### src/rtl/tetris_pkg.sv
`default_nettype none
// ============================================================================
// Module  : tetris_pkg
// Brief   : Shared piece, rotation and generator-state types for the game core.
// Rev     : 1.0  initial release
// ============================================================================
package tetris_pkg;

    localparam int BAG_SIZE = 7;
    localparam int X_W      = 4;
    localparam int Y_W      = 5;

    localparam logic [BAG_SIZE-1:0] BAG_ALL = '1;

    typedef enum logic [2:0] {
        PIECE_I = 3'd0,
        PIECE_O = 3'd1,
        PIECE_T = 3'd2,
        PIECE_S = 3'd3,
        PIECE_Z = 3'd4,
        PIECE_J = 3'd5,
        PIECE_L = 3'd6
    } piece_type_t;

    typedef enum logic [1:0] {
        ROT_0   = 2'd0,
        ROT_90  = 2'd1,
        ROT_180 = 2'd2,
        ROT_270 = 2'd3
    } rotation_t;

    typedef struct packed {
        logic [X_W-1:0] x;
        logic [Y_W-1:0] y;
        rotation_t      rotation;
        piece_type_t    piece_type;
    } active_piece_t;

    typedef enum logic [0:0] {
        GEN_DRAW = 1'b0,
        GEN_FULL = 1'b1
    } gen_state_t;

    // Caller guarantees at least one bit of used is clear.
    function automatic piece_type_t lowest_unused(input logic [BAG_SIZE-1:0] used);
        piece_type_t r;
        r = PIECE_I;
        for (int i = BAG_SIZE - 1; i >= 0; i--) begin
            if (!used[i]) begin
                r = piece_type_t'(i[2:0]);
            end
        end
        return r;
    endfunction

endpackage
`default_nettype wire

### src/rtl/galois_lfsr16.sv
`default_nettype none
// ============================================================================
// Module  : galois_lfsr16
// Brief   : 16-bit Galois LFSR with synchronous seed load and lock-up recovery.
// Rev     : 1.0  initial release
// ============================================================================
module galois_lfsr16 #(
    parameter logic [15:0] LFSR_SEED = 16'hACE1,
    parameter logic [15:0] MASK      = 16'hB400
) (
    input  logic        clk,
    input  logic        reset,
    input  logic [15:0] seed_i,
    input  logic        load_i,
    input  logic        en_i,
    output logic [15:0] state_o
);

    logic [15:0] state_q;
    logic [15:0] state_d;
    logic [15:0] w_step;

    always_comb begin
        w_step  = {1'b0, state_q[15:1]} ^ (state_q[0] ? MASK : 16'h0000);
        state_d = state_q;
        if (load_i) begin
            state_d = (seed_i == 16'h0000) ? LFSR_SEED : seed_i;
        end else if (state_q == 16'h0000) begin
            // The all-zero state is a fixed point; kick it back onto the sequence.
            state_d = LFSR_SEED;
        end else if (en_i) begin
            state_d = w_step;
        end
    end

    always_ff @(posedge clk) begin
        if (reset) begin
            state_q <= LFSR_SEED;
        end else begin
            state_q <= state_d;
        end
    end

    assign state_o = state_q;

endmodule
`default_nettype wire

### src/rtl/piece_bag_generator.sv
`default_nettype none
// ============================================================================
// Module  : piece_bag_generator
// Brief   : 7-bag randomised piece feeder with a small pre-drawn FIFO and preview.
// Rev     : 1.0  initial release
// ============================================================================
module piece_bag_generator
    import tetris_pkg::*;
#(
    parameter int          PREVIEW_DEPTH = 3,
    parameter logic [15:0] LFSR_SEED     = 16'hACE1,
    parameter int          SPAWN_X       = 4,
    parameter int          MAX_REJECT    = 8
) (
    input  logic          clk,
    input  logic          reset,
    input  logic          consume,
    input  logic          seed_load,
    input  logic [15:0]   seed_entropy,
    output active_piece_t new_piece,
    output logic          piece_valid,
    output piece_type_t   preview_type [PREVIEW_DEPTH],
    output logic          underflow
);

    localparam int DEPTH = PREVIEW_DEPTH + 1;
    localparam int CNT_W = $clog2(DEPTH + 1);
    localparam int REJ_W = $clog2(MAX_REJECT + 1);

    logic [15:0]         w_lfsr;
    logic [12:0]         lfsr_hi_unused;

    piece_type_t         fifo_q [DEPTH];
    piece_type_t         fifo_d [DEPTH];
    logic [CNT_W-1:0]    count_q;
    logic [CNT_W-1:0]    count_d;
    logic [BAG_SIZE-1:0] bag_q;
    logic [BAG_SIZE-1:0] bag_d;
    logic [REJ_W-1:0]    rej_q;
    logic [REJ_W-1:0]    rej_d;
    gen_state_t          state_q;
    logic                valid_q;
    logic                underflow_q;

    logic [2:0]          w_cand;
    logic [7:0]          w_used_ext;
    logic                w_pop;
    logic                w_push;
    piece_type_t         w_push_type;
    logic [BAG_SIZE-1:0] w_bag_set;
    logic [CNT_W-1:0]    w_wr_idx;

    galois_lfsr16 #(
        .LFSR_SEED (LFSR_SEED),
        .MASK      (16'hB400)
    ) u_lfsr (
        .clk     (clk),
        .reset   (reset),
        .seed_i  (seed_entropy),
        .load_i  (seed_load),
        .en_i    (1'b1),
        .state_o (w_lfsr)
    );

    assign lfsr_hi_unused = w_lfsr[15:3];

    // Draw logic: candidate 7 maps onto the always-set pad bit so it rejects.
    always_comb begin
        w_cand      = w_lfsr[2:0];
        w_used_ext  = {1'b1, bag_q};
        w_pop       = consume && valid_q;
        w_push      = 1'b0;
        w_push_type = PIECE_I;
        w_bag_set   = bag_q;
        rej_d       = rej_q;
        bag_d       = bag_q;
        if (state_q == GEN_DRAW) begin
            if (!w_used_ext[w_cand]) begin
                w_push      = 1'b1;
                w_push_type = piece_type_t'(w_cand);
            end else if (rej_q == REJ_W'(MAX_REJECT)) begin
                w_push      = 1'b1;
                w_push_type = lowest_unused(bag_q);
            end else begin
                rej_d = rej_q + REJ_W'(1);
            end
        end
        if (w_push) begin
            rej_d     = '0;
            w_bag_set = bag_q | (BAG_SIZE'(1) << w_push_type);
            bag_d     = (w_bag_set == BAG_ALL) ? '0 : w_bag_set;
        end
    end

    // FIFO as a shift register: pop shifts toward the head, push lands just past the tail.
    always_comb begin
        w_wr_idx = count_q - CNT_W'(w_pop);
        count_d  = count_q + CNT_W'(w_push) - CNT_W'(w_pop);
        for (int i = 0; i < DEPTH - 1; i++) begin
            fifo_d[i] = w_pop ? fifo_q[i+1] : fifo_q[i];
        end
        fifo_d[DEPTH-1] = w_pop ? PIECE_I : fifo_q[DEPTH-1];
        for (int i = 0; i < DEPTH; i++) begin
            if (w_push && (w_wr_idx == CNT_W'(i))) begin
                fifo_d[i] = w_push_type;
            end
        end
    end

    always_ff @(posedge clk) begin
        if (reset || seed_load) begin
            for (int i = 0; i < DEPTH; i++) begin
                fifo_q[i] <= PIECE_I;
            end
            count_q     <= '0;
            bag_q       <= '0;
            rej_q       <= '0;
            state_q     <= GEN_DRAW;
            valid_q     <= 1'b0;
            underflow_q <= 1'b0;
        end else begin
            fifo_q  <= fifo_d;
            count_q <= count_d;
            bag_q   <= bag_d;
            rej_q   <= rej_d;
            valid_q <= (count_d != '0);
            if (consume && !valid_q) begin
                underflow_q <= 1'b1;
            end
            case (state_q)
                GEN_DRAW: if (w_push && (count_d == CNT_W'(DEPTH))) state_q <= GEN_FULL;
                GEN_FULL: if (w_pop) state_q <= GEN_DRAW;
                default:  state_q <= GEN_DRAW;
            endcase
        end
    end

    always_comb begin
        new_piece            = '0;
        new_piece.x          = X_W'(SPAWN_X);
        new_piece.y          = '0;
        new_piece.rotation   = ROT_0;
        new_piece.piece_type = fifo_q[0];
    end

    generate
        for (genvar g = 0; g < PREVIEW_DEPTH; g++) begin : g_preview
            assign preview_type[g] = fifo_q[g+1];
        end
    endgenerate

    assign piece_valid = valid_q;
    assign underflow   = underflow_q;

endmodule
`default_nettype wire

### config.mk
export PLATFORM = sky130hd
export DESIGN_NAME = piece_bag_generator
export DESIGN_NICKNAME = d
export VERILOG_FILES = /design/src/rtl/tetris_pkg.sv /design/src/rtl/galois_lfsr16.sv /design/src/rtl/piece_bag_generator.sv
export SDC_FILE = /design/constraint.sdc
export NUM_CORES = 1
export LEC_CHECK = 0
export CELL_PAD_IN_SITES_DETAIL_PLACEMENT = 2
export CELL_PAD_IN_SITES_GLOBAL_PLACEMENT = 2
export CORE_ASPECT_RATIO = 1.25
export CORE_MARGIN = 2
export CORE_UTILIZATION = 40
export DETAILED_ROUTE_END_ITERATION = 8
export DONT_BUFFER_PORTS = 1
export HOLD_SLACK_MARGIN = 0.15
export PLACE_DENSITY_LB_ADDON = 0.05
export SETUP_SLACK_MARGIN = 0.02
export SYNTH_ARGS = -nofsm -noshare
export SYNTH_HDL_FRONTEND = slang
export SYNTH_HIERARCHICAL = 1
export SYNTH_SLANG_ARGS = --single-unit
### constraint.sdc
create_clock -name clk -period 10.4 [get_ports clk]
set_clock_uncertainty 0.05 [all_clocks]
set_input_delay 2.08 -clock clk [delete_from_list [all_inputs] [get_ports clk]]
set_output_delay 2.08 -clock clk [all_outputs]
set_load 0.01 [all_outputs]
-- After elaboration in Yosys (flattened, before gate mapping)
Index checks and enable logic that the tools add are counted.
- word-level logic and storage cells: 77
- register bits after elaboration: 45
- input bits: 20
- add/subtract/negate cells: 4
- mux-type cells: 31
- equal/unequal tests: 6
- shift-type cells: 1
- reductions and logical operators: 19
- order comparisons: 1
- bitwise operators: 4
- operators with widths (operator ; count):
    two-way mux 16 bit ; 4
    two-way mux 3 bit ; 18
    logical NOT 16 bit ; 2
    XOR 15 x 16 -> 16 bit ; 1
    nonzero test 2 bit ; 4
    equality test 7 bit (second input constant) ; 1
    logical AND 1 bit ; 7
    two-way mux 7 bit ; 1
    OR 7 bit ; 1
    left shift 1 x 3 -> 7 bit (first input constant) ; 1
    equality test 3 x 2 -> 1 bit (second input constant) ; 2
    two-way mux 1 bit ; 6
    subtractor 3 x 1 -> 3 bit ; 2
    adder 4 x 1 -> 4 bit (second input constant) ; 1
    equality test 4 bit (second input constant) ; 1
    < comparator 3 x 4 -> 1 bit (second input constant) ; 1
    adder 3 x 1 -> 3 bit ; 1
    binary-select mux 1 bit (select 3 bit) ; 1
    equality test 3 x 1 -> 1 bit (second input constant) ; 1
    equality test 3 bit (second input constant) ; 1
    logical NOT 3 bit ; 1
    AND reduction 3 bit ; 1
    nonzero test 3 bit ; 1
    inverter 1 bit ; 2
    other kinds (4) ; 4

-- Longest topological paths before layout
Gate-level depths: netlist of run 1.
- depth after elaboration: 14
- depth in mapped cells: 14
- mapped depth without buffers: 14

-- Hierarchy
The synthesis of run 1 kept the hierarchy.
- by module, submodules not included (module ; area an instance (um^2) ; cells an instance ; times used):
    piece_bag_generator ; 1868.0 ; 219 ; 1
    galois_lfsr16 ; 843.3 ; 103 ; 1

-- Worst setup path after synthesis of run 1
Ideal clock, no wire load.
- path kind: input-to-reg
- start point: input port consume
- end point: register state_q
- stages: 11
- path buffers: 0
- arrival: 3.612 ns
- library setup time: 0.121 ns
- data required time: 10.229 ns
- path slack: 6.617 ns
- path through: nand2_1 > inv_2 > ha_1 > inv_1 > ha_1 > fa_1 > xnor2_1 > xnor2_1 > nor2_1 > nand3_1 > o31ai_1
- cells in the longest elaborated chain, start to end: 6
- elaborated cells on any way between the ends: 7
- RTL lines (item ; RTL line ; source):
    start, declared ; piece_bag_generator.sv:17 ; input logic consume,
    logical AND 1 bit (*) ; piece_bag_generator.sv:71 ; w_pop = consume && valid_q;
    subtractor 3 x 1 -> 3 bit ; piece_bag_generator.sv:98 ; count_d = count_q + CNT_W'(w_push) - CNT_W'(w_pop);
    equality test 3 bit ; piece_bag_generator.sv:131 ; GEN_DRAW: if (w_push && (count_d == CNT_W'(DEPTH))) state_q <= GEN_FULL;
    logical AND 1 bit ; piece_bag_generator.sv:131 ;
    two-way mux 1 bit ; piece_bag_generator.sv:131 ;
    case mux 1 bit (2 select lines) (*) ; piece_bag_generator.sv:130 ; case (state_q)
    end signal, assigned ; piece_bag_generator.sv:131 ;
    end signal, assigned ; piece_bag_generator.sv:132 ; GEN_FULL: if (w_pop) state_q <= GEN_DRAW;
    end signal, assigned ; piece_bag_generator.sv:133 ; default: state_q <= GEN_DRAW;
    end, declared ; piece_bag_generator.sv:41 ; gen_state_t state_q;
Every way passes the cells marked *; elsewhere a longest branch is shown, timed or not.
A chain may end at the register's enable or synchronous reset.

-- Final worst setup path of run 1
- start point: input port consume
- end point: register fifo_q (netlist bit preview_type[0])
- cells in the longest elaborated chain, start to end: 5
- elaborated cells on any way between the ends: 6
- RTL lines (item ; RTL line ; source):
    logical AND 1 bit (*) ; piece_bag_generator.sv:71 ;
    subtractor 3 x 1 -> 3 bit ; piece_bag_generator.sv:97 ; w_wr_idx = count_q - CNT_W'(w_pop);
    equality test 3 x 2 -> 1 bit ; piece_bag_generator.sv:104 ; if (w_push && (w_wr_idx == CNT_W'(i))) begin
    logical AND 1 bit ; piece_bag_generator.sv:104 ;
    two-way mux 3 bit / nonzero test 2 bit (equally long branches) ; n/a ;
    end signal, assigned ; piece_bag_generator.sv:122 ; fifo_q <= fifo_d;
    end, declared ; piece_bag_generator.sv:33 ; piece_type_t fifo_q [DEPTH];
Marks and branches as above.

==> impl_metrics.ini, run 1 <==
[cts]
cts_tree = built
clock-sinks = 45
path_clk_slew_ns = 0.08
cts_buffers = 5
cts_setup_buffers = 0
cts_resized = 0
clk_latency_ns = 0.30
root_buffer = clkbuf_8
cts_max_level = 2
ctsHoldBuffers = 0
cts_max_path_buffers = 2

[yosys]
async_reset_ff_frac = 0
netlist_instances = 322
synth_edf_count = 0
synth_area_mm2 = 0.00271
ys_ff_latch = 45
syn_area_per_cell_um2 = 8.42
synth.top_cell.area_share = 0.332
ys.flop_type = dfxtp_1
ys_types = 63
yosys-top-cells-area = dfxtp_1 33%, nand2_1 6.1%, a21oi_1 3.9%
seq_area_frac_synth = 0.332
synth.most_common_cell = dfxtp_1
yosysWarnings = 6
synthTopCellsByCount = 45 x dfxtp_1, 44 x nand2_1, 21 x a21oi_1
yosysTopAreaCell = dfxtp_1

[sta]
finalSetupViolCount = 0
setup_ws_ns = 6.36
final.period_utilization = 0.389
min_period_ns = 4.04
max_freq_mhz = 247
tightest_slew_ns = 0.757
grt_setup_unrepaired = no
finalSetupTns_ns = 0
final_max_slew_viol_count = 0
max-slew-margin-rel = 0.495
holdWs_ns = 0.478
hold_viol_final = 0

[placement]
pre_cts_ws_ns = 6.00
dp_hpwl_um = 5970
placed_area_mm2 = 0.00272
port_buffers = 0
place_congestion = 0.763

[die]
core-area_mm2 = 0.00657
start_util = 0.413
dieArea_mm2 = 0.00746
die_x_um = 77.6
rows = 33
ios = 45
die_y_um = 96.1

[power]
powerDensity_mw_per_mm2 = 137
leakage_uw = 0.00101
vdd_drop_max_mv = 0.0558

[detailed_routing]
post_drt_via_cell_ratio = 5.83
drc = 0
ant_nets = 0
vias = 2351
routedWlPerCell_um = 19.6
dr.pass1.iters = 4
drt_iter0_markers = 71
wirelength_um = 7880

[global_routing]
grt_pass1_vias = 2585
grt.overflow.total = 0
gr-usage-all-layers = 0.225
grt_pass1_wl_um = 13100
grt_max_degree = 25
grt_antenna_before_repair = 0

[worst_setup_path]
cp_top_family = simple AND/OR/NAND/NOR gates
cpMostUsedCell = ha_1
cp_num_buf_inv = 1
worstPathArrival_ns = 4.22
cp-start-kind = input pin
path_cells = nand2_1, inv_2, ha_1, ha_1, xnor2_1, o211ai_1, or3_1, or2_1, a21oi_1
crit_cells = 9
cp-end-kind = flop
crit_required_ns = 10.58
crit_path_max_fanout = 13
r2r_cells = 13
crit_type = in -> reg
cpPeakStageDelay_ns = 0.42
cp_slowest_cell = or3_1

[min_path]
hold_path.class = reg -> reg
hold_depth = 2

[outcome]
status = finished, final reports clean

[job]
maxCapViolCount = 0

[final_layout]
area_delta_synth_final_pct = 3.23
drive_gt1_frac = 0.0665
fillers = 756
antenna-diode-count = 0
layout.nets = 342
post-route-cell-area_mm2 = 0.00280
[metal layers]
metal | vias up | track usage | share of wire
li1 | 1130 | - | -
met1 | 1162 | 0.238 | 0.40
met2 | 51 | 0.455 | 0.55
met3 | 8 | 0.0366 | 0.033
met4 | 0 | 0.0610 | 0.013
met5 | - | 0 | 0
[placed cells by master, fill, tap and decap left out, drive strengths merged, types with 5 or more instances in the layout]
cell	instances
a211oi	10
a21oi	21
a221oi	8
a311oi	6
and2	6
clkbuf	8
conb	14
dfxtp	45
ha	6
inv	20
mux2	5
mux2i	8
nand2	44
nand3	8
nor2	19
o21ai	13
o2bb2ai	8
[power by group]
group	internal (uW)	total, uW	switching, uW	leakage [uW]
combinational	29.4	75.3	46.0	0.000607
sequential	183	199	15.8	0.000368
clock	48.0	110	61.9	0.0000395
total	260	384	124	0.00101
[final timing paths]
path	from	to	slack [ns]
setup / recovery	consume	preview_type[0]$_SDFFE_PP0P_	6.36
hold / removal	rej_q[2]$_SDFFE_PP0P_	rej_q[2]$_SDFFE_PP0P_	0.48
setup reg to reg	u_lfsr/state_o[1]$_SDFFE_PP0P_	state_q$_SDFF_PP0_	6.41
hold reg to reg	rej_q[2]$_SDFFE_PP0P_	rej_q[2]$_SDFFE_PP0P_	0.48
[cells by family (layout without fill, tap and decap cells)]
kind of cell / Yosys count / in the layout / share of synthesized area
multiplexers: 15 / 15 / 0.0697
buffers and inverters: 48 / 30 / 0.0858
other: 2 / 14 / 0.00277
adder cells (fa/ha/maj): 7 / 7 / 0.0351
flip-flops: 45 / 45 / 0.332
XOR/XNOR: 6 / 6 / 0.0194
AO/OA/AOI/OAI: 89 / 89 / 0.250
AND/OR/NAND/NOR: 110 / 110 / 0.205
[cell type report]
type	count	area, um^2	share of cell area
flip-flops and latches	45	901	0.322
multi-input cells	241	1620	0.580
clock buffers	8	80.1	0.0286
well taps	87	109	0.0389
repair buffers	1	7.51	0.00268
inverters	21	78.8	0.0282
[per-stage QoR]
step | std cells | total power, uW | util
final | 403 | 384 | 0.426
after global routing | 403 | 406 | 0.426
after CTS | 403 | 387 | 0.426
after detailed placement | 395 | 278 | 0.414
after global placement | 395 | 275 | 0.414
after floorplan | 334 | 262 | -
[worst register-to-register path, delay by kind of cell, from the launching register on]
| kind | cells | cell delay [ns] |
|---|---|---|
| muxes | 2 | 0.92 |
| adders and majority gates | 3 | 0.89 |
| DFF | 1 | 0.76 |
| AOI/OAI and AO/OA | 2 | 0.55 |
| xor gates and xnor gates | 2 | 0.34 |
| and+or+nand+nor | 2 | 0.19 |
| buffers and inverters | 2 | 0.18 |
[state kept, by name (all words and copies together), names as in the netlist]
register,count
count_q,3
preview_type,9
piece_valid,1
rej_q,4
bag_q,7
underflow,1
new_piece,3
state_q,1
u_lfsr/state_o,16
(Power assumes the default switching activity.)
==> run 2, diff against run 1 <==
--- a/config.mk
+++ b/config.mk
@@ -9,7 +9,7 @@
 export CELL_PAD_IN_SITES_GLOBAL_PLACEMENT = 2
 export CORE_ASPECT_RATIO = 1.25
 export CORE_MARGIN = 2
-export CORE_UTILIZATION = 40
+export CORE_UTILIZATION = 34
 export DETAILED_ROUTE_END_ITERATION = 8
 export DONT_BUFFER_PORTS = 1
 export HOLD_SLACK_MARGIN = 0.15
==> constraint.sdc (replaced) <==
create_clock -name clk -period 3.4 [get_ports clk]
set_clock_uncertainty 0.05 [all_clocks]
set_input_delay 0.68 -clock clk [delete_from_list [all_inputs] [get_ports clk]]
set_output_delay 0.68 -clock clk [all_outputs]
set_load 0.01 [all_outputs]
==> run 2 against run 1 <==
Clock-buffer cell count decreased by 2. Cell area increased by 4.6%. Hold slack got worse by 0.087 ns. Non-clock buffer count increased by 11. Register-to-register slack got worse by 6.2 ns. Power increased to 3.3 times the previous value. Sequential share of layout area decreased by 1.4 points. Wire length increased by 6.9%. Setup slack got worse by 6.1 ns. Die area increased by 17%. First-iteration DRC count increased by 41%. Sequential power increased to 3.0 times the previous value. Largest cell class unchanged.
==> impl_metrics.ini, run 2 (synthesis gave the netlist of run 1 again) <==
[global_routing]
grt_max_degree = 25
grt.overflow.total = 0
grt_pass1_wl_um = 14000
grt_antenna_before_repair = 0
grt_pass1_vias = 2683
gr-usage-all-layers = 0.201

[cts]
clk_latency_ns = 0.30
cts_max_path_buffers = 2
root_buffer = clkbuf_8
cts_max_level = 2
cts_resized = 0
ctsHoldBuffers = 0
cts_tree = built
path_clk_slew_ns = 0.10
cts_buffers = 5
cts_setup_buffers = 0
clock-sinks = 45

[worst_setup_path]
cp-end-kind = flop
cp-startpoint = u_lfsr/state_o[1]$_SDFFE_PP0P_
crit_path_max_fanout = 10
crit_required_ns = 3.54
cp-start-kind = flop
worstPathArrival_ns = 3.31
r2r_start = u_lfsr/state_o[1]$_SDFFE_PP0P_
crit_type = reg -> reg

[detailed_routing]
vias = 2401
wirelength_um = 8430
drc = 0
drt_iter0_markers = 100
dr.pass1.iters = 4
ant_nets = 0
routedWlPerCell_um = 20.0
post_drt_via_cell_ratio = 5.69

[die]
core-area_mm2 = 0.00775
start_util = 0.350
ios = 45
dieArea_mm2 = 0.00871
die_y_um = 104
die_x_um = 83.9
rows = 36

[placement]
port_buffers = 0
place_congestion = 0.890
dp_hpwl_um = 6420
placed_area_mm2 = 0.00281

[sta]
max_freq_mhz = 316
finalSetupViolCount = 0
hold_viol_final = 0
final_max_slew_viol_count = 0
final.period_utilization = 0.932
finalSetupTns_ns = 0
grt_setup_unrepaired = no
tightest_slew_ns = 0.594
min_period_ns = 3.17
max-slew-margin-rel = 0.603

[min_path]
hold_path.class = in -> reg
hold_path.startpoint = reset

[final_layout]
antenna-diode-count = 0
layout.nets = 353
area_delta_synth_final_pct = 7.98
post-route-cell-area_mm2 = 0.00293
drive_gt1_frac = 0.110
layout_common_cells = 44 x nand2_1, 44 x dfxtp_1, 20 x a21oi_1
largest_reg_flops = 16
post-route-util = 0.378

[power]
vdd_drop_max_mv = 0.180
leakage_uw = 0.00109
powerDensity_mw_per_mm2 = 436

[job]
maxCapViolCount = 0

[outcome]
status = finished, final reports clean
-- run 2: routing by layer --
| layer | vias to the layer above | share of wire | GRT usage |
|---|---|---|---|
| li1 | 1156 | - | - |
| met1 | 1176 | 0.38 | 0.216 |
| met2 | 57 | 0.56 | 0.390 |
| met3 | 12 | 0.038 | 0.0406 |
| met4 | 0 | 0.022 | 0.0565 |
| met5 | - | 0 | 0 |
-- run 2: final timing paths --
path	end	slack, ns	cells after the start
min reg2reg	rej_q[3]$_SDFFE_PP0P_	0.48	2
min	u_lfsr/state_o[8]$_SDFFE_PP0P_	0.39	1
max reg2reg	state_q$_SDFF_PP0_	0.23	14
max	state_q$_SDFF_PP0_	0.23	14
-- run 2: cell type report --
| type | count | area (um^2) |
|---|---|---|
| multi-input cells | 241 | 1630 |
| inverters | 21 | 78.8 |
| clock inverters | 2 | 38.8 |
| fillers | 913 | 4820 |
| repair buffers | 12 | 90.1 |
| flip-flops and latches | 45 | 902 |
| well taps | 95 | 119 |
| clock buffers | 6 | 72.6 |
-- run 2: critical path, stage by stage, from the launching register on --
cell,delay [ns]
dfxtp_2,0.37
buf_4,0.18
or2_1,0.23
mux4_2,0.52
a21oi_2,0.18
inv_1,0.06
ha_1,0.27
inv_1,0.04
ha_1,0.18
fa_1,0.38
xnor2_1,0.15
xnor2_1,0.20
nor2_1,0.09
nand3_1,0.11
o31ai_1,0.06
-- run 2: power by group --
group	leakage (uW)	internal [uW]	switching, uW
clock network	0.0000554	221	195
registers	0.000369	560	36.6
logic	0.000662	102	161
total	0.00109	883	393
-- run 2: stage by stage --
step                      worst slack [ns]  std cells  hold slack, ns  power [uW]
after floorplan                     0.0958        334           0.421         802
after global routing                0.0110        422           0.372        1350
final                                0.231        422           0.391        1280
after CTS                            0.155        422           0.380        1290
after detailed placement             0.178        414           0.459         869
after global placement               0.257        414           0.441         862
